<file path="config.mk">
export PLATFORM = sky130hd
export DESIGN_NAME = eq_stream_miter_flat
export DESIGN_NICKNAME = d
export VERILOG_FILES = /design/src/rtl/eq_pkg.sv /design/src/rtl/eq_stream_miter_if.sv /design/src/rtl/eq_sync_fifo.sv /design/src/rtl/eq_stream_miter.sv /design/src/flat_wrapper.sv
export SDC_FILE = /design/constraint.sdc
export NUM_CORES = 1
export LEC_CHECK = 0
export ABC_AREA = 1
export CAP_MARGIN = 20
export CORE_AREA = 2 2 129 131
export CTS_CLUSTER_DIAMETER = 80
export DETAILED_ROUTE_END_ITERATION = 8
export DIE_AREA = 0 0 131 133
export GPL_ROUTABILITY_DRIVEN = 0
export GPL_TIMING_DRIVEN = 1
export PLACE_DENSITY = 0.67
export RECOVER_POWER = 50
export SYNTH_ARGS = -nofsm -noshare
export SYNTH_HDL_FRONTEND = slang
export SYNTH_SLANG_ARGS = --single-unit
</file>
<file path="constraint.sdc">
create_clock -name clk -period 3.35 [get_ports clk]
set_input_delay 0.5025 -clock clk [delete_from_list [all_inputs] [get_ports clk]]
set_output_delay 0.5025 -clock clk [all_outputs]
set_load 0.01 [all_outputs]
</file>
<file path="src/rtl/eq_pkg.sv">
// Shared types for the ILA-vs-HLS output-stream miter: run states and verdict codes.
package eq_pkg;

    typedef enum logic [2:0] {
        IDLE  = 3'd0,
        RUN   = 3'd1,
        DRAIN = 3'd2,
        PASS  = 3'd3,
        FAIL  = 3'd4
    } state_t;

    typedef enum logic [1:0] {
        FK_NONE    = 2'd0,
        FK_DATA    = 2'd1,
        FK_COUNT   = 2'd2,
        FK_TIMEOUT = 2'd3
    } fail_kind_t;

    function automatic logic is_active(input state_t s);
        return (s == RUN) || (s == DRAIN);
    endfunction

endpackage

</file>
<file path="src/rtl/eq_stream_miter_if.sv">
// Harness-facing bundle of the miter: run control, both output streams and the verdict.
interface eq_stream_miter_if #(
    parameter int DATA_W = 8,
    parameter int CNT_W  = 16
);
    logic              start;
    logic              ila_complete;
    logic              hls_complete;
    logic              sink_rdy;
    logic              ila_vld;
    logic [DATA_W-1:0] ila_data;
    logic              hls_vld;
    logic [DATA_W-1:0] hls_data;
    logic              ila_ce;
    logic              hls_ce;
    logic              busy;
    logic              pass;
    logic              fail;
    logic [1:0]        fail_kind;
    logic [CNT_W-1:0]  beat_cnt;
    logic [DATA_W-1:0] exp_data;
    logic [DATA_W-1:0] act_data;

    // Harness side: drives run control and the two DUT output streams.
    modport master (
        output start, ila_complete, hls_complete, sink_rdy,
        output ila_vld, ila_data, hls_vld, hls_data,
        input  ila_ce, hls_ce, busy, pass, fail, fail_kind,
        input  beat_cnt, exp_data, act_data
    );

    // Miter side.
    modport slave (
        input  start, ila_complete, hls_complete, sink_rdy,
        input  ila_vld, ila_data, hls_vld, hls_data,
        output ila_ce, hls_ce, busy, pass, fail, fail_kind,
        output beat_cnt, exp_data, act_data
    );
endinterface

</file>
<file path="src/rtl/eq_sync_fifo.sv">
// Small in-order skew buffer: registered count and pointers, head visible combinationally.
module eq_sync_fifo #(
    parameter int DATA_W = 8,
    parameter int DEPTH  = 4
) (
    input  logic              clk,
    input  logic              rst,
    input  logic              clr_i,
    input  logic              push_i,
    input  logic              pop_i,
    input  logic [DATA_W-1:0] din_i,
    output logic [DATA_W-1:0] head_o,
    output logic              full_o,
    output logic              empty_o
);
    localparam int AW = $clog2(DEPTH);

    logic [DATA_W-1:0] mem_q [DEPTH];
    logic [AW-1:0]     wr_ptr_q, wr_ptr_d;
    logic [AW-1:0]     rd_ptr_q, rd_ptr_d;
    logic [AW:0]       count_q, count_d;
    logic              do_push, do_pop;

    assign full_o  = (count_q == (AW+1)'(DEPTH));
    assign empty_o = (count_q == '0);
    assign head_o  = mem_q[rd_ptr_q];
    assign do_push = push_i & ~full_o;
    assign do_pop  = pop_i & ~empty_o;

    always_comb begin
        wr_ptr_d = wr_ptr_q;
        rd_ptr_d = rd_ptr_q;
        count_d  = count_q;
        if (clr_i) begin
            wr_ptr_d = '0;
            rd_ptr_d = '0;
            count_d  = '0;
        end else begin
            if (do_push) wr_ptr_d = wr_ptr_q + AW'(1);
            if (do_pop)  rd_ptr_d = rd_ptr_q + AW'(1);
            case ({do_push, do_pop})
                2'b10:   count_d = count_q + (AW+1)'(1);
                2'b01:   count_d = count_q - (AW+1)'(1);
                default: count_d = count_q;
            endcase
        end
    end

    // Storage carries no reset; emptiness is tracked by count_q alone.
    always_ff @(posedge clk) begin
        if (do_push && !clr_i) mem_q[wr_ptr_q] <= din_i;
    end

    always_ff @(posedge clk or posedge rst) begin
        if (rst) begin
            wr_ptr_q <= '0;
            rd_ptr_q <= '0;
            count_q  <= '0;
        end else begin
            wr_ptr_q <= wr_ptr_d;
            rd_ptr_q <= rd_ptr_d;
            count_q  <= count_d;
        end
    end
endmodule

</file>
<file path="src/rtl/eq_stream_miter.sv">
// Output-stream miter: gates each side with a clock enable, buffers its beats and
// compares them pairwise, then reports a sticky equivalent/non-equivalent verdict.
module eq_stream_miter
    import eq_pkg::*;
#(
    parameter int DATA_W    = 8,
    parameter int DEPTH     = 4,
    parameter int ILA_GRACE = 0,
    parameter int HLS_GRACE = 5,
    parameter int CNT_W     = 16
) (
    input  logic clk,
    input  logic rst,
    eq_stream_miter_if.slave bus
);
    localparam logic [CNT_W-1:0] ILA_LIM = CNT_W'(ILA_GRACE);
    localparam logic [CNT_W-1:0] HLS_LIM = CNT_W'(HLS_GRACE);
    localparam logic [CNT_W-1:0] TMO_MAX = '1;

    state_t            state_q, state_d;
    logic [CNT_W-1:0]  ila_wait_q, ila_wait_d;
    logic [CNT_W-1:0]  hls_wait_q, hls_wait_d;
    logic [CNT_W-1:0]  tmo_q, tmo_d;
    logic [CNT_W-1:0]  beat_q, beat_d;
    fail_kind_t        kind_q, kind_d;
    logic [DATA_W-1:0] exp_q, exp_d;
    logic [DATA_W-1:0] act_q, act_d;

    logic              run, active, restart;
    logic              ila_done, hls_done;
    logic              ila_push, hls_push, pop_both;
    logic              ila_full, ila_empty, hls_full, hls_empty;
    logic              both_ne, heads_eq;
    logic [DATA_W-1:0] ila_head, hls_head;

    // Grace counter: counts consecutive complete cycles, saturating one past the limit.
    function automatic logic [CNT_W-1:0] grace_next(input logic [CNT_W-1:0] w,
                                                    input logic              cmpl,
                                                    input logic [CNT_W-1:0] lim);
        if (!cmpl)    return '0;
        if (w > lim)  return w;
        return w + CNT_W'(1);
    endfunction

    assign run      = (state_q == RUN);
    assign active   = is_active(state_q);
    assign restart  = bus.start & ~active;
    assign ila_done = (ila_wait_q > ILA_LIM);
    assign hls_done = (hls_wait_q > HLS_LIM);

    // Enables look only at registered occupancy, so a same-cycle pop never frees a full side.
    assign bus.ila_ce = run & ~ila_done & ~ila_full;
    assign bus.hls_ce = run & ~hls_done & ~hls_full;

    assign ila_push = bus.ila_vld & bus.sink_rdy & bus.ila_ce;
    assign hls_push = bus.hls_vld & bus.sink_rdy & bus.hls_ce;
    assign both_ne  = ~ila_empty & ~hls_empty;
    assign heads_eq = (ila_head == hls_head);
    assign pop_both = active & both_ne & heads_eq;

    eq_sync_fifo #(.DATA_W(DATA_W), .DEPTH(DEPTH)) u_ila_fifo (
        .clk     (clk),
        .rst     (rst),
        .clr_i   (restart),
        .push_i  (ila_push),
        .pop_i   (pop_both),
        .din_i   (bus.ila_data),
        .head_o  (ila_head),
        .full_o  (ila_full),
        .empty_o (ila_empty)
    );

    eq_sync_fifo #(.DATA_W(DATA_W), .DEPTH(DEPTH)) u_hls_fifo (
        .clk     (clk),
        .rst     (rst),
        .clr_i   (restart),
        .push_i  (hls_push),
        .pop_i   (pop_both),
        .din_i   (bus.hls_data),
        .head_o  (hls_head),
        .full_o  (hls_full),
        .empty_o (hls_empty)
    );

    always_comb begin
        state_d    = state_q;
        ila_wait_d = ila_wait_q;
        hls_wait_d = hls_wait_q;
        tmo_d      = tmo_q;
        beat_d     = beat_q;
        kind_d     = kind_q;
        exp_d      = exp_q;
        act_d      = act_q;
        if (restart) begin
            state_d    = RUN;
            ila_wait_d = '0;
            hls_wait_d = '0;
            tmo_d      = '0;
            beat_d     = '0;
            kind_d     = FK_NONE;
            exp_d      = '0;
            act_d      = '0;
        end else if (active) begin
            tmo_d = tmo_q + CNT_W'(1);
            if (run) begin
                ila_wait_d = grace_next(ila_wait_q, bus.ila_complete, ILA_LIM);
                hls_wait_d = grace_next(hls_wait_q, bus.hls_complete, HLS_LIM);
            end
            if (pop_both) beat_d = beat_q + CNT_W'(1);
            // Verdict priority: data mismatch, timeout, drain outcome, then RUN->DRAIN.
            if (both_ne && !heads_eq) begin
                state_d = FAIL;
                kind_d  = FK_DATA;
                exp_d   = ila_head;
                act_d   = hls_head;
            end else if (tmo_q == TMO_MAX) begin
                state_d = FAIL;
                kind_d  = FK_TIMEOUT;
            end else if (state_q == DRAIN) begin
                if (ila_empty && hls_empty) begin
                    state_d = PASS;
                end else if (ila_empty || hls_empty) begin
                    state_d = FAIL;
                    kind_d  = FK_COUNT;
                    exp_d   = ila_empty ? '0 : ila_head;
                    act_d   = hls_empty ? '0 : hls_head;
                end
            end else if ((ila_wait_d > ILA_LIM) && (hls_wait_d > HLS_LIM)) begin
                state_d = DRAIN;
            end
        end
    end

    always_ff @(posedge clk or posedge rst) begin
        if (rst) begin
            state_q    <= IDLE;
            ila_wait_q <= '0;
            hls_wait_q <= '0;
            tmo_q      <= '0;
            beat_q     <= '0;
            kind_q     <= FK_NONE;
            exp_q      <= '0;
            act_q      <= '0;
        end else begin
            state_q    <= state_d;
            ila_wait_q <= ila_wait_d;
            hls_wait_q <= hls_wait_d;
            tmo_q      <= tmo_d;
            beat_q     <= beat_d;
            kind_q     <= kind_d;
            exp_q      <= exp_d;
            act_q      <= act_d;
        end
    end

    assign bus.busy      = active;
    assign bus.pass      = (state_q == PASS);
    assign bus.fail      = (state_q == FAIL);
    assign bus.fail_kind = kind_q;
    assign bus.beat_cnt  = beat_q;
    assign bus.exp_data  = exp_q;
    assign bus.act_data  = act_q;
endmodule

</file>
<file path="src/flat_wrapper.sv">
// flat-port wrapper written by rule: the top's interface ports become plain ports
module eq_stream_miter_flat import eq_pkg::*;
#(
    parameter int DATA_W    = 8,
    parameter int DEPTH     = 4,
    parameter int ILA_GRACE = 0,
    parameter int HLS_GRACE = 5,
    parameter int CNT_W     = 16
)
  (clk, rst, bus_start, bus_ila_complete, bus_hls_complete, bus_sink_rdy, bus_ila_vld, bus_ila_data, bus_hls_vld, bus_hls_data, bus_ila_ce, bus_hls_ce, bus_busy, bus_pass, bus_fail, bus_fail_kind, bus_beat_cnt, bus_exp_data, bus_act_data);
  eq_stream_miter_if #(.DATA_W(DATA_W), .CNT_W(CNT_W)) bus_i ();
  input  logic clk;
  input  logic rst;
  input wire logic [$bits(bus_i.start)-1:0] bus_start;
  input wire logic [$bits(bus_i.ila_complete)-1:0] bus_ila_complete;
  input wire logic [$bits(bus_i.hls_complete)-1:0] bus_hls_complete;
  input wire logic [$bits(bus_i.sink_rdy)-1:0] bus_sink_rdy;
  input wire logic [$bits(bus_i.ila_vld)-1:0] bus_ila_vld;
  input wire logic [$bits(bus_i.ila_data)-1:0] bus_ila_data;
  input wire logic [$bits(bus_i.hls_vld)-1:0] bus_hls_vld;
  input wire logic [$bits(bus_i.hls_data)-1:0] bus_hls_data;
  output wire logic [$bits(bus_i.ila_ce)-1:0] bus_ila_ce;
  output wire logic [$bits(bus_i.hls_ce)-1:0] bus_hls_ce;
  output wire logic [$bits(bus_i.busy)-1:0] bus_busy;
  output wire logic [$bits(bus_i.pass)-1:0] bus_pass;
  output wire logic [$bits(bus_i.fail)-1:0] bus_fail;
  output wire logic [$bits(bus_i.fail_kind)-1:0] bus_fail_kind;
  output wire logic [$bits(bus_i.beat_cnt)-1:0] bus_beat_cnt;
  output wire logic [$bits(bus_i.exp_data)-1:0] bus_exp_data;
  output wire logic [$bits(bus_i.act_data)-1:0] bus_act_data;
  assign bus_i.start = bus_start;
  assign bus_i.ila_complete = bus_ila_complete;
  assign bus_i.hls_complete = bus_hls_complete;
  assign bus_i.sink_rdy = bus_sink_rdy;
  assign bus_i.ila_vld = bus_ila_vld;
  assign bus_i.ila_data = bus_ila_data;
  assign bus_i.hls_vld = bus_hls_vld;
  assign bus_i.hls_data = bus_hls_data;
  assign bus_ila_ce = bus_i.ila_ce;
  assign bus_hls_ce = bus_i.hls_ce;
  assign bus_busy = bus_i.busy;
  assign bus_pass = bus_i.pass;
  assign bus_fail = bus_i.fail;
  assign bus_fail_kind = bus_i.fail_kind;
  assign bus_beat_cnt = bus_i.beat_cnt;
  assign bus_exp_data = bus_i.exp_data;
  assign bus_act_data = bus_i.act_data;
  eq_stream_miter #(.DATA_W(DATA_W), .DEPTH(DEPTH), .ILA_GRACE(ILA_GRACE), .HLS_GRACE(HLS_GRACE), .CNT_W(CNT_W)) u_core (.clk(clk), .rst(rst), .bus(bus_i));
endmodule
</file>
Word level (Yosys, flattened, before mapping)
Memory sizes are Yosys's and may differ from the RTL's.
Index checks and enable logic that the tools add are counted.
{"block": "word_totals", "register_bits": 99, "ramBits": 64, "input_bits": 24, "output_inout_bits": 39, "word_cells": 187, "memories": 2}
{"block": "op_classes", "addsub": 12, "magnitude_cmp": 4, "eq_ne": 16, "muxes": 88, "n_bitwise": 23, "reduce_logical": 28}
{"memory": "u_core.u_hls_fifo.mem_q", "depth": 4, "width": 8, "read_ports": 1, "rd_clocked_by_memory_dff": 0, "write_ports": 1, "line": "eq_sync_fifo.sv:18", "source": "logic [DATA_W-1:0] mem_q [DEPTH];"}
{"memory": "u_core.u_ila_fifo.mem_q", "depth": 4, "width": 8, "read_ports": 1, "rd_clocked_by_memory_dff": 0, "write_ports": 1, "line": "eq_sync_fifo.sv:18"}
{"op": "$mux 16", "count": 23}
{"op": "$mux 8", "count": 16}
{"op": "$add 16x1->16 const B", "count": 4}
{"op": "$gt 16x1->1 const B", "count": 2}
{"op": "$gt 16x3->1 const B", "count": 2}
{"op": "$mux 2", "count": 15}
{"op": "$mux 3", "count": 10}
{"op": "$mux 1", "count": 22}
{"op": "$and 1x1->1", "count": 16}
{"op": "$eq 16x16->1 const B", "count": 1}
{"op": "$pmux 3 s2", "count": 2}
{"op": "$reduce_bool 2->1", "count": 6}
{"op": "$reduce_bool 3->1", "count": 4}
{"op": "$eq 3x3->1 const B", "count": 3}
{"op": "$add 2x1->2 const B", "count": 4}
{"op": "$eq 8x8->1", "count": 1}
{"op": "$reduce_bool 4->1", "count": 2}
{"op": "$not 1->1", "count": 7}
{"op": "$add 3x1->3 const B", "count": 2}
{"op": "$eq 3x2->1 const B", "count": 2}
{"op": "$logic_not 3->1", "count": 2}
{"op": "$ne 3x2->1 const B", "count": 2}
{"op": "$ne 6x6->1 const B", "count": 1}
{"op": "$sub 3x1->3 const B", "count": 2}
{"op": "12 further kinds", "count": 20}

Logic depth before layout (Yosys ltp)
Gate-level depths: netlist (run 1).
{"block": "depth", "depth_word": 22, "depth_mapped": 18, "ltp_nobuf": 17}

Hierarchy
Synthesis (run 1) repeated with hierarchy kept, for this count alone.
{"block": "hier_totals", "hier_cells": 826, "hier_area_um2": 7704.9}
{"mod": "eq_stream_miter", "n_inst": 1, "cells_per_inst": 538, "area_each_um2": 4374.2, "seq_area_each_um2": 2127.0}
{"mod": "eq_sync_fifo", "n_inst": 2, "cells_per_inst": 144, "area_each_um2": 1665.3, "seq_area_each_um2": 1136.1}

Least setup slack after synthesis (run 1)
Ideal clock, no wire load.
{"block": "synth_timing", "path_kind": "register to register", "from": "register u_core.hls_wait_q[0]", "to": "register u_core.u_hls_fifo.count_q[2]", "setup_ps": 133, "arrival_ps": 2524, "required_ps": 3217, "setup_slack_ps": 692, "stages_incl_launch_ff": 13, "n_path_buf": 0, "cell_sequence": "dfrtp_1 -> inv_1 -> ha_1 -> inv_1 -> nand2_1 -> nand4_1 -> a31oi_1 -> nand3_1 -> ha_1 -> fa_1 -> o21ai_0 -> xor2_1 -> nor2_1"}
{"block": "synth_between", "elab_chain_len": 9, "word_cells_on_any_way": 11}
{"item": "start: declaration", "line": "eq_stream_miter.sv:22", "source": "logic [CNT_W-1:0] hls_wait_q, hls_wait_d;"}
{"item": "start signal: assignment", "line": "eq_stream_miter.sv:147", "source": "hls_wait_q <= hls_wait_d;"}
{"item": "$gt 16x3->1 *", "line": "eq_stream_miter.sv:49", "source": "assign hls_done = (hls_wait_q > HLS_LIM);"}
{"item": "$not 1->1 *", "line": "eq_stream_miter.sv:53", "source": "assign bus.hls_ce = run & ~hls_done & ~hls_full;"}
{"item": "$and 1x1->1 * (2 in series)", "line": "eq_stream_miter.sv:53"}
{"item": "via bus_hls_ce", "line": "flat_wrapper.sv:23", "source": "output wire logic [$bits(bus_i.hls_ce)-1:0] bus_hls_ce;"}
{"item": "$and 1x1->1 *", "line": "eq_stream_miter.sv:56", "source": "assign hls_push = bus.hls_vld & bus.sink_rdy & bus.hls_ce;"}
{"item": "$and 1x1->1 *", "line": "eq_sync_fifo.sv:27", "source": "assign do_push = push_i & ~full_o;"}
{"item": "$eq 2x1->1 / $eq 2x2->1 (equally long branches)", "line": "eq_sync_fifo.sv:41", "source": "case ({do_push, do_pop})"}
{"item": "$pmux 3 s2", "line": "eq_sync_fifo.sv:41"}
{"item": "$mux 3", "line": "eq_sync_fifo.sv:34", "source": "if (clr_i) begin"}
{"item": "end signal: assignment", "line": "eq_sync_fifo.sv:62", "source": "count_q <= count_d;"}
{"item": "end: declaration", "line": "eq_sync_fifo.sv:21", "source": "logic [AW:0] count_q, count_d;"}
The timed path passes the listed nets; every way through them passes the cells marked *.
A chain may end at the register's enable or synchronous reset.

Final worst setup path (run 1)
{"block": "layout_timing", "from": "register u_core.state_q[1]", "to": "output port bus_hls_ce"}
{"block": "layout_between", "elab_chain_len": 3}
{"item": "start: declaration", "line": "eq_stream_miter.sv:20", "source": "state_t state_q, state_d;"}
{"item": "start signal: assignment", "line": "eq_stream_miter.sv:145", "source": "state_q <= state_d;"}
{"item": "$eq 3x1->1", "line": "eq_stream_miter.sv:45", "source": "assign run = (state_q == RUN);"}
{"item": "$and 1x1->1 (2 in series)", "line": "eq_stream_miter.sv:53"}
{"item": "end: declaration", "line": "flat_wrapper.sv:23"}
Every way passes these cells.

==> results of run 1 <==
-- sequential cells by signal, indices dropped and copies added, names as in the netlist --
signal,cells
u_core.u_hls_fifo.mem_q,32
u_core.u_ila_fifo.mem_q,32
u_core.bus.beat_cnt,16
u_core.hls_wait_q,16
u_core.ila_wait_q,16
u_core.tmo_q,16
u_core.bus.act_data,8
u_core.bus.exp_data,8
u_core.state_q,3
u_core.u_hls_fifo.count_q,3
u_core.u_ila_fifo.count_q,3
u_core.bus.fail_kind,2
u_core.u_hls_fifo.rd_ptr_q,2
u_core.u_hls_fifo.wr_ptr_q,2
u_core.u_ila_fifo.rd_ptr_q,2
u_core.u_ila_fifo.wr_ptr_q,2
-- placed cells by master, fill, tap and decap left out, types with 3 or more instances in the layout --
cell	synthesis	routed
sky130_fd_sc_hd__nor3_2	4	4
sky130_fd_sc_hd__clkbuf_2	0	3
sky130_fd_sc_hd__nand4_1	11	11
sky130_fd_sc_hd__nor3_1	20	20
sky130_fd_sc_hd__ha_1	17	17
sky130_fd_sc_hd__nand3_2	3	3
sky130_fd_sc_hd__a31oi_1	6	6
sky130_fd_sc_hd__clkinvlp_4	0	3
sky130_fd_sc_hd__o21ai_1	12	12
sky130_fd_sc_hd__inv_2	8	8
sky130_fd_sc_hd__nand3_1	80	80
sky130_fd_sc_hd__inv_6	1	5
sky130_fd_sc_hd__dlygate4sd3_1	0	33
sky130_fd_sc_hd__a21oi_1	17	17
sky130_fd_sc_hd__clkbuf_16	0	17
sky130_fd_sc_hd__edfxtp_1	64	64
sky130_fd_sc_hd__nand2_2	10	11
sky130_fd_sc_hd__dfrtp_1	99	99
sky130_fd_sc_hd__inv_8	1	5
sky130_fd_sc_hd__buf_4	2	14
sky130_fd_sc_hd__nand2_1	183	183
sky130_fd_sc_hd__o31ai_2	6	6
sky130_fd_sc_hd__xnor2_1	7	7
sky130_fd_sc_hd__xor2_1	13	13
sky130_fd_sc_hd__inv_1	80	80
sky130_fd_sc_hd__o21ai_0	40	40
sky130_fd_sc_hd__nor2_2	7	7
sky130_fd_sc_hd__nor2_1	101	101
sky130_fd_sc_hd__clkdlybuf4s50_1	0	29
-- metal layers --
metal / up-vias / global-route usage, % / part of all wire, %
met1: 2778 / 27.8 / 45
met3: 30 / 4.16 / 4.9
met5: - / 0 / 0
li1: 2926 / - / -
met4: 0 / 8.51 / 2.2
met2: 143 / 33.0 / 48
-- worst min-delay path by stage --
stage | end | startpoint | cells past startpoint
after detailed placement | u_core.bus.fail_kind[1]$_DFFE_PP0P_ | u_core.bus.fail_kind[1]$_DFFE_PP0P_ | 2
after global routing | u_core.tmo_q[5]$_DFFE_PP0P_ | u_core.tmo_q[5]$_DFFE_PP0P_ | 1
after global placement | u_core.bus.fail_kind[1]$_DFFE_PP0P_ | u_core.bus.fail_kind[1]$_DFFE_PP0P_ | 2
after CTS | u_core.bus.fail_kind[0]$_DFFE_PP0P_ | u_core.bus.fail_kind[0]$_DFFE_PP0P_ | 2
final | u_core.bus.fail_kind[0]$_DFFE_PP0P_ | u_core.bus.fail_kind[0]$_DFFE_PP0P_ | 2
after floorplan | u_core.tmo_q[1]$_DFFE_PP0P_ | u_core.tmo_q[1]$_DFFE_PP0P_ | 2
-- through the flow --
stage                     hold slack [ns]  power (mW)  cell area [sq um]
after floorplan                     0.468        3.39               7890
after global placement              0.472        3.85               8730
after detailed placement            0.487        3.86               8730
after CTS                           0.505        5.81               9310
after global routing                0.548        6.05               9300
final                               0.496        5.72               9300
-- tightest hold or removal path: stages (launching register included) --
cell                      delay, ns
sky130_fd_sc_hd__dfrtp_1       0.34
sky130_fd_sc_hd__nand2_1       0.05
sky130_fd_sc_hd__o21ai_0       0.06
-- layout make-up --
class / instances / area, sq um
Fill cell: 1414 / 6880
Sequential cell: 163 / 4400
Multi-Input combinational cell: 561 / 2930
Timing Repair Buffer: 79 / 741
Clock buffer: 17 / 425
Inverter: 93 / 367
Tap cell: 220 / 275
Clock inverter: 15 / 161
-- power groups by stage --
| stage | Sequential [mW] | Clock (mW) | Combinational (mW) |
|---|---|---|---|
| after global routing | 2.37 | 2.05 | 1.64 |
| after detailed placement | 2.39 | 0 | 1.48 |
| after global placement | 2.39 | 0 | 1.46 |
| after floorplan | 2.37 | 0 | 1.02 |
| final | 2.35 | 1.92 | 1.45 |
| after CTS | 2.35 | 1.97 | 1.49 |
-- cells in the mapped netlist, drive strengths merged --
library cell    n  area (sq um)
nor2          110           463
o21ai          53           269
nand4          13          93.8
nor4            2          12.5
a31oi           6          37.5
nor3           26           173
mux2i           2          20.0
inv            92           363
dfrtp          99          2480
xnor2           7          61.3
nand3          84           448
clkinv          1          3.75
o31ai           7          82.6
a21oi          18          93.8
nand3b          1          7.51
clkbuf          4          15.0
and2            2          12.5
o22ai           2          12.5
nor3b           1          7.51
nand2         195           772
buf            20           175
ha             17           213
fa              2          40.0
edfxtp         64          1920
xor2           13           114
-- logic make-up after synthesis --
group                      Yosys count
AOI/OAI and AO/OA                   86
buffers and inverters              117
adders and majority gates           19
and+or+nand+nor                    434
DFF                                163
muxes                                2
xor gates and xnor gates            20
==> results by stage, run 1 <==
Timing:
- The number of failing hold endpoints at the final stage was 0.
- The final clock period utilization by the worst path is between 90 and 100%.
- Setup repair after global routing left no endpoint under its margin.
- The count of final max-slew check failures is 57.
- The final total negative setup slack is 0 ns.
- The worst max-slew margin expressed relative to the limit is -42.9%.
- Across all setup checks in the final design, the least slack found is 0.240 ns.
- Setup violations remaining at the end of the flow were counted as 0.
- Derived from the worst setup path, the maximum achievable clock frequency is roughly 320 MHz.
- Clock skew on the completed layout was measured at 0.00847 ns.
- The clock period minus final worst setup slack is 3.11 ns.
- At the pin with the least slew margin, the transition time is 2.14 ns.

Detailed routing:
- In the routed layout, each cell is associated on average with a via count of 5.12.
- The detailed-route wire length is 16700 um.
- For this run, design rule violations remaining after detail routing come to 0.
- Dividing the detail-routed wire length by the instance count gives 14.6 um.
- The number of violations reported at the end of detailed-routing iteration 0 is 357.
- The routed layout has 5877 vias.
- The first detailed-routing pass ran for 4 iterations.
- The count of nets left with antenna violations once routing finished came out at 0.

Die:
- The starting density of the core is between 40% and 50%.
- The number of placed I/O pins is 63.
- The floorplan die area is 17400 sq um.
- The floorplan step set the die height to 133 um.
- In this run the horizontal extent of the chip is 131 um.
- The placeable core region is 16200 sq um.
- The floorplan has 47 rows.

Final layout:
- The fraction of the core area covered by cells at the end of the flow is a little under three fifths.
- Relative to the synthesized area, the layout overhead comes to 17.8%.
- Leaving out filler cells and counting taps, the final layout contains 1148.
- The share of layout cells above drive strength 1 is 10.9%.
- The total inserted antenna cells is 0.
- The net count of the finished layout is between 900 and 1000.

Power:
- The power per unit of standard cell area is between 600 and 700 nW/um^2.
- Of the total power, registers draw roughly two fifths.
- The cell-internal power is roughly 3.7 mW.
- Summed over all nets, the switching power comes to roughly 2.0 mW.
- The static leakage power is approximately 4.1 nW.
- In this run switching power makes up 34.7% of total power.
- In this run, the clock network consumes 33.6% of the power.
- VDD sags by at most ~0.48 mV.
- The share of total power dissipated in combinational logic is 25.4%.

Setup path:
- The required time of the critical path is 2.85 ns.
- At the worst endpoint, the arrival time is 2.61 ns.
- The number of cell instances on the worst register-to-register path is 9.
- The origin of the worst setup path is u_core.state_q[1]$_DFFE_PP0P_.
- The maximum fanout along the worst path is 6.
- The worst register-to-register path begins at u_core.state_q[1]$_DFFE_PP0P_.
- In this run the worst setup path terminates at bus_hls_ce.
- Grouping stages by cell kind, the critical path spends the most delay in simple AND/OR/NAND/NOR gates.
- The critical-path cell with the highest stage delay is sky130_fd_sc_hd__clkdlybuf4s50_1.
- The capturing element type of the critical path is a primary output.
- The element type at the critical path start is a flop.
- The class of the most critical setup path is reg2out.
- The number of gates on the worst path with buffers counted is 4.
- Counting both buffers and inverters, the worst setup path holds a total of 1.
- In this run the register-to-register setup slack is between 0.3 and 0.4 ns.
- The critical path goes through nor3_4 > nand4_1 > a31oi_1 > clkdlybuf4s50_1.
- In this run the critical register-to-register path is captured at u_core.u_hls_fifo.count_q[2]$_DFFE_PP0P_.
- In this design, the stage delay of the slowest critical-path cell is 0.62 ns.

Global routing:
- The total grt overflow is 0.
- Entering global routing, the biggest net connects 57 pins.
- The initial antenna violation count is 0.
- The number of global-route vias before repair is 5672.
- The first global-routing pass estimated between 20000 and 30000 um of wire.
- Global routing consumed, over all layers together, between 20% and 30% of the routing resources.

Synth:
- When the netlist entered floorplanning its net count stood at between 800 and 900.
- The synthesis-stage register bit count is 163.
- During synthesis, Yosys emitted a total of 0 warnings.
- After synthesis, the largest family of logic cells by area is simple AND/OR/NAND/NOR gates.
- The synthesized netlist devotes 6.28% of its cell area to compound gates.
- The mux share of post-synthesis cell area is less than 1%.
- The instance count of the mapped netlist is 841.
- For this run, the register share of the synthesized area comes to 55.8%.
- In this run, distinct cell masters in the synthesized netlist total 46.
- The post-synthesis xor/xnor area fraction is 2.22%.
- After Yosys synthesis, and, or, nand and nor cells account for between 20% and 30% of the synthesized area.
- The mapped netlist covers 7890 sq um.
- The adder-cell share of the synthesized area is 3.20%.
- The average footprint of a synthesized cell is 9.38 sq um.

Clock network:
- The number of clock buffers added by TritonCTS is 17.
- The H-tree was split into 4 levels.
- The number of sinks on the clock net is 163.
- The post-CTS setup buffer count is 0.
- In this run, post-CTS hold repair placed 0 buffers.
- At the later pin of the worst-skew pair, clock insertion delay measures roughly 0.43 ns.
- The clock edge transition at the registers on the reported setup and hold paths is 0.06 ns.
- The CTS root buffer is sky130_fd_sc_hd__clkbuf_16.
- The worst-case clock buffer depth is 2.
- The CTS tree is built.
- The number of gates given a new drive strength after cts is 0.

Place:
- After legalization and detailed placement, the total HPWL measured roughly 12000 um.
- The worst slack at placement is roughly 0.34 ns.
- The number of instances in the placed design is 1116.
- The number of buffer cells added on primary ports is 62.

Outcome:
- The checks that failed: capacitance limit, slew limit.
- The run finished, with violations left.

Flow run:
- The tool flagged a number of max-cap violations equal to 1.

Min path:
- The worst hold path class is reg2reg.
Note: power is estimated with default switching activity, not from simulation.
==> run 2: changes to the inputs <==
Settings changed: CORE_AREA 2 2 129 131 to 4 4 131 133, DIE_AREA 0 0 131 133 to 0 0 135 137.
==> run 2 against run 1 <==
The flow still finishes with violations (capacitance limit, slew limit). First-iteration DRC count fell by 13%. Via count fell by 1.2%. Cell count shrank 0.35%. Sequential power barely moved. Register-to-register slack better by 0.05 ns. Clock power decreased by 3%. Power is 1.0% lower. Clock skew rose by 0.00059 ns. Die area is 6.2% higher. Critical path type is now reg2reg. Largest power group unchanged.
==> results by stage, run 2 (synthesis gave the netlist of run 1 again) <==
Power:
- The static leakage power is 4.11 nW (-0.16%).
- The power per unit of standard cell area was 610 nW/um^2 (-0.84%).
- The worst-case vdd ir drop is 0.364 mV (-25%).
- The post-layout total power is 5.66 mW (-1.0%).

Place:
- The worst slack at placement is 0.481 ns (+0.140 ns).
- The number of instances in the placed design is 1112 (-0.36%).
- The placed wire-length estimate came to 11500 um (-1.0%).
- The number of buffer cells added on primary ports was 62 (unchanged).
- The total placed instance area is 8730 sq um (about the same).

Timing:
- The maximum frequency from static timing analysis is 343 MHz (+6.7%).
- The final clock period utilization by the worst path is 87.0% (-5.8 points).
- The count of final max-slew check failures came to 100 (+75%).
- The final total negative setup slack is 0 ns (unchanged).
- The slew at the pin with the worst max-slew slack is 2.25 ns (+0.109 ns).
- The final worst clock skew is 0.00906 ns (+0.000594 ns).
- The worst hold slack after final layout was 0.493 ns (-0.00280 ns).
- The number of failing hold endpoints at the final stage is 0 (unchanged).
- The total setup violations reported at the end of the flow is 0 (unchanged).
- The minimum setup slack in the final design is 0.436 ns (+0.196 ns).
- The worst max-slew margin expressed relative to the limit is -50.1% (-7.1 points).
- The clock period minus final worst setup slack is 2.91 ns (-0.196 ns).
- Setup repair after global routing left no endpoint under its margin.

Die:
- The starting density of the core came to 49.8% (+1.1 points).
- The floorplan die area is 18500 sq um (+6.2%).
- The number of placed I/O pins was 63 (unchanged).
- The die span in x was 135 um (+3.1%).
- The vertical die dimension is 137 um (+3.0%).
- The placeable core region is 15800 sq um (-2.1%).
- The number of core rows is 46 (-2.1%).

Final layout:
- The area added between synthesis and finish is 17.6%.
- The fraction of the core area covered by cells at the end of the flow came to 58.6% (+1.1 points).
- The largest registers in the layout are u_core.u_hls_fifo.mem_q (32), u_core.u_ila_fifo.mem_q (32).
- Leaving out fill and tap cells, the most frequent cell in the layout is sky130_fd_sc_hd__nand2_1.
- The share of layout cells above drive strength 1 was 10.9% (unchanged).
- The total inserted antenna cells is 0 (unchanged).
- The library cells used most frequently in the layout, excluding fill and tap cells, are sky130_fd_sc_hd__nand2_1, sky130_fd_sc_hd__nor2_1, sky130_fd_sc_hd__dfrtp_1.
- The area of all placed cells without fillers is 9280 sq um (-0.19%).
- The non-filler instance count after layout was 1144 (-0.35%).
- The net count of the finished layout is 958 (unchanged).

Setup path:
- The worst setup path is launched from a flop.
- The required time of the critical path was 3.65 ns (+0.80 ns).
- The maximum fanout along the worst path is 10 (+4).
- The arrival time of the worst setup path is 3.22 ns (+0.61 ns).
- The capturing element type of the critical path is a flop.
- The class of the most critical setup path is reg2reg.

Global routing:
- The maximum number of pins on one net before global-route repair is 100 (+75%).
- The total grt overflow was 0 (unchanged).
- The initial antenna violation count is 0 (unchanged).
- The number of global-route vias before repair is 5766 (+1.7%).
- The all-layer global routing usage is 19.5% (-1.3 points).
- The wire length of the first global-routing pass is 28500 um (+2.2%).

Detailed routing:
- The via count of the routed design is 5805 (-1.2%).
- The count of nets left with antenna violations after detail routing was 0 (unchanged).
- The number of vias per cell after detailed routing is 5.07 (-0.88%).
- The DRC violation count after routing came to 0 (unchanged).
- The number of violations reported at the end of detailed-routing iteration 0 is 309 (-13%).
- The post-detailed-route wirelength per cell was 14.7 um (+0.78%).
- The number of iterations in the first detailed-routing pass is 4 (unchanged).
- The detailed-route wire length came to 16800 um (+0.42%).

Clock network:
- The hold buffer count at cts is 0 (unchanged).
- The source-to-sink clock delay at the later pin of the worst-skew pair is 0.42 ns (about the same).
- TritonCTS built the clock tree.
- The worst-case clock buffer depth is 2 (unchanged).
- The number of gates given a new drive strength after cts was 0 (unchanged).
- The post-CTS setup buffer count is 0 (unchanged).
- The CTS buffer count is 17 (unchanged).
- The number of sinks on the clock net is 163 (unchanged).
- The count of H-tree levels built during CTS is 4 (unchanged).
- CTS placed an instance of sky130_fd_sc_hd__clkbuf_16 at the clock tree root.
- The clock edge transition at the registers on the reported setup and hold paths is 0.06 ns (about the same).

Outcome:
- The run finished, with violations left.
- The final reports fail on capacitance limit, slew limit.

Min path:
- The worst hold path class is reg2reg.

Flow run:
- The max capacitance violation total came to 1 (unchanged).
[run 2: changes by cell type in the layout (fill, tap and decap cells not counted), sizes merged]
cell	change
inv	-4
buf	+3
clkbuf	-1
clkinv	+1
clkinvlp	+1
[run 2: worst paths after layout]
kind,start,endpoint,slack (ns),depth (start not counted)
max in group asynchronous,rst,u_core.hls_wait_q[3]$_DFFE_PP0P_,0.64,3
setup / recovery,u_core.u_ila_fifo.rd_ptr_q[1]$_DFFE_PP0P_,u_core.u_hls_fifo.count_q[2]$_DFFE_PP0P_,0.44,13
hold reg to reg,u_core.bus.fail_kind[0]$_DFFE_PP0P_,u_core.bus.fail_kind[0]$_DFFE_PP0P_,0.49,2
setup reg to reg,u_core.u_ila_fifo.rd_ptr_q[1]$_DFFE_PP0P_,u_core.u_hls_fifo.count_q[2]$_DFFE_PP0P_,0.44,13
hold / removal,u_core.bus.fail_kind[0]$_DFFE_PP0P_,u_core.bus.fail_kind[0]$_DFFE_PP0P_,0.49,2
min in group asynchronous,rst,u_core.tmo_q[12]$_DFFE_PP0P_,1.37,3
[run 2: where the power goes]
group	switching (mW)	internal (mW)	total (mW)	leakage (nW)
registers	0.117	2.23	2.35	1.94
logic	0.996	0.453	1.45	1.89
clock network	0.813	1.06	1.87	0.274
[run 2: layout make-up]
cell class	instances	area [sq um]
well taps	216	270
repair buffers	79	746
multi-input cells	561	2930
inverters	93	368
fillers	1382	6550
clock buffers	19	443
flip-flops and latches	163	4400
clock inverters	13	125
[run 2: metal layers]
metal,up-vias,global-route usage (%),part of all wire [%]
met5,-,0,0
met4,0,5.99,1.6
met3,20,3.49,3.3
met2,98,31.8,47
met1,2763,26.8,48
li1,2924,-,-
[run 2: worst max-delay path, stage by stage, from the launching register on]
cell and delay [ns]:
sky130_fd_sc_hd__dfrtp_1 0.63, sky130_fd_sc_hd__inv_2 0.22, sky130_fd_sc_hd__a21oi_1 0.19, sky130_fd_sc_hd__o21ai_1 0.11, sky130_fd_sc_hd__nand2_1 0.11, sky130_fd_sc_hd__xor2_1 0.18
sky130_fd_sc_hd__nor2_2 0.08, sky130_fd_sc_hd__nand3_2 0.15, sky130_fd_sc_hd__nor2_1 0.06, sky130_fd_sc_hd__ha_1 0.23, sky130_fd_sc_hd__fa_1 0.38, sky130_fd_sc_hd__o21ai_0 0.22
sky130_fd_sc_hd__xor2_1 0.17, sky130_fd_sc_hd__nor2_1 0.06
==> run 3: changes to the inputs <==
Settings changed: ABC_CLOCK_PERIOD_IN_PS set to 3350, SETUP_SLACK_MARGIN set to 0.1.
==> results of run 3 <==
No change in the layout: final DEF, timing and power equal those of run 2.
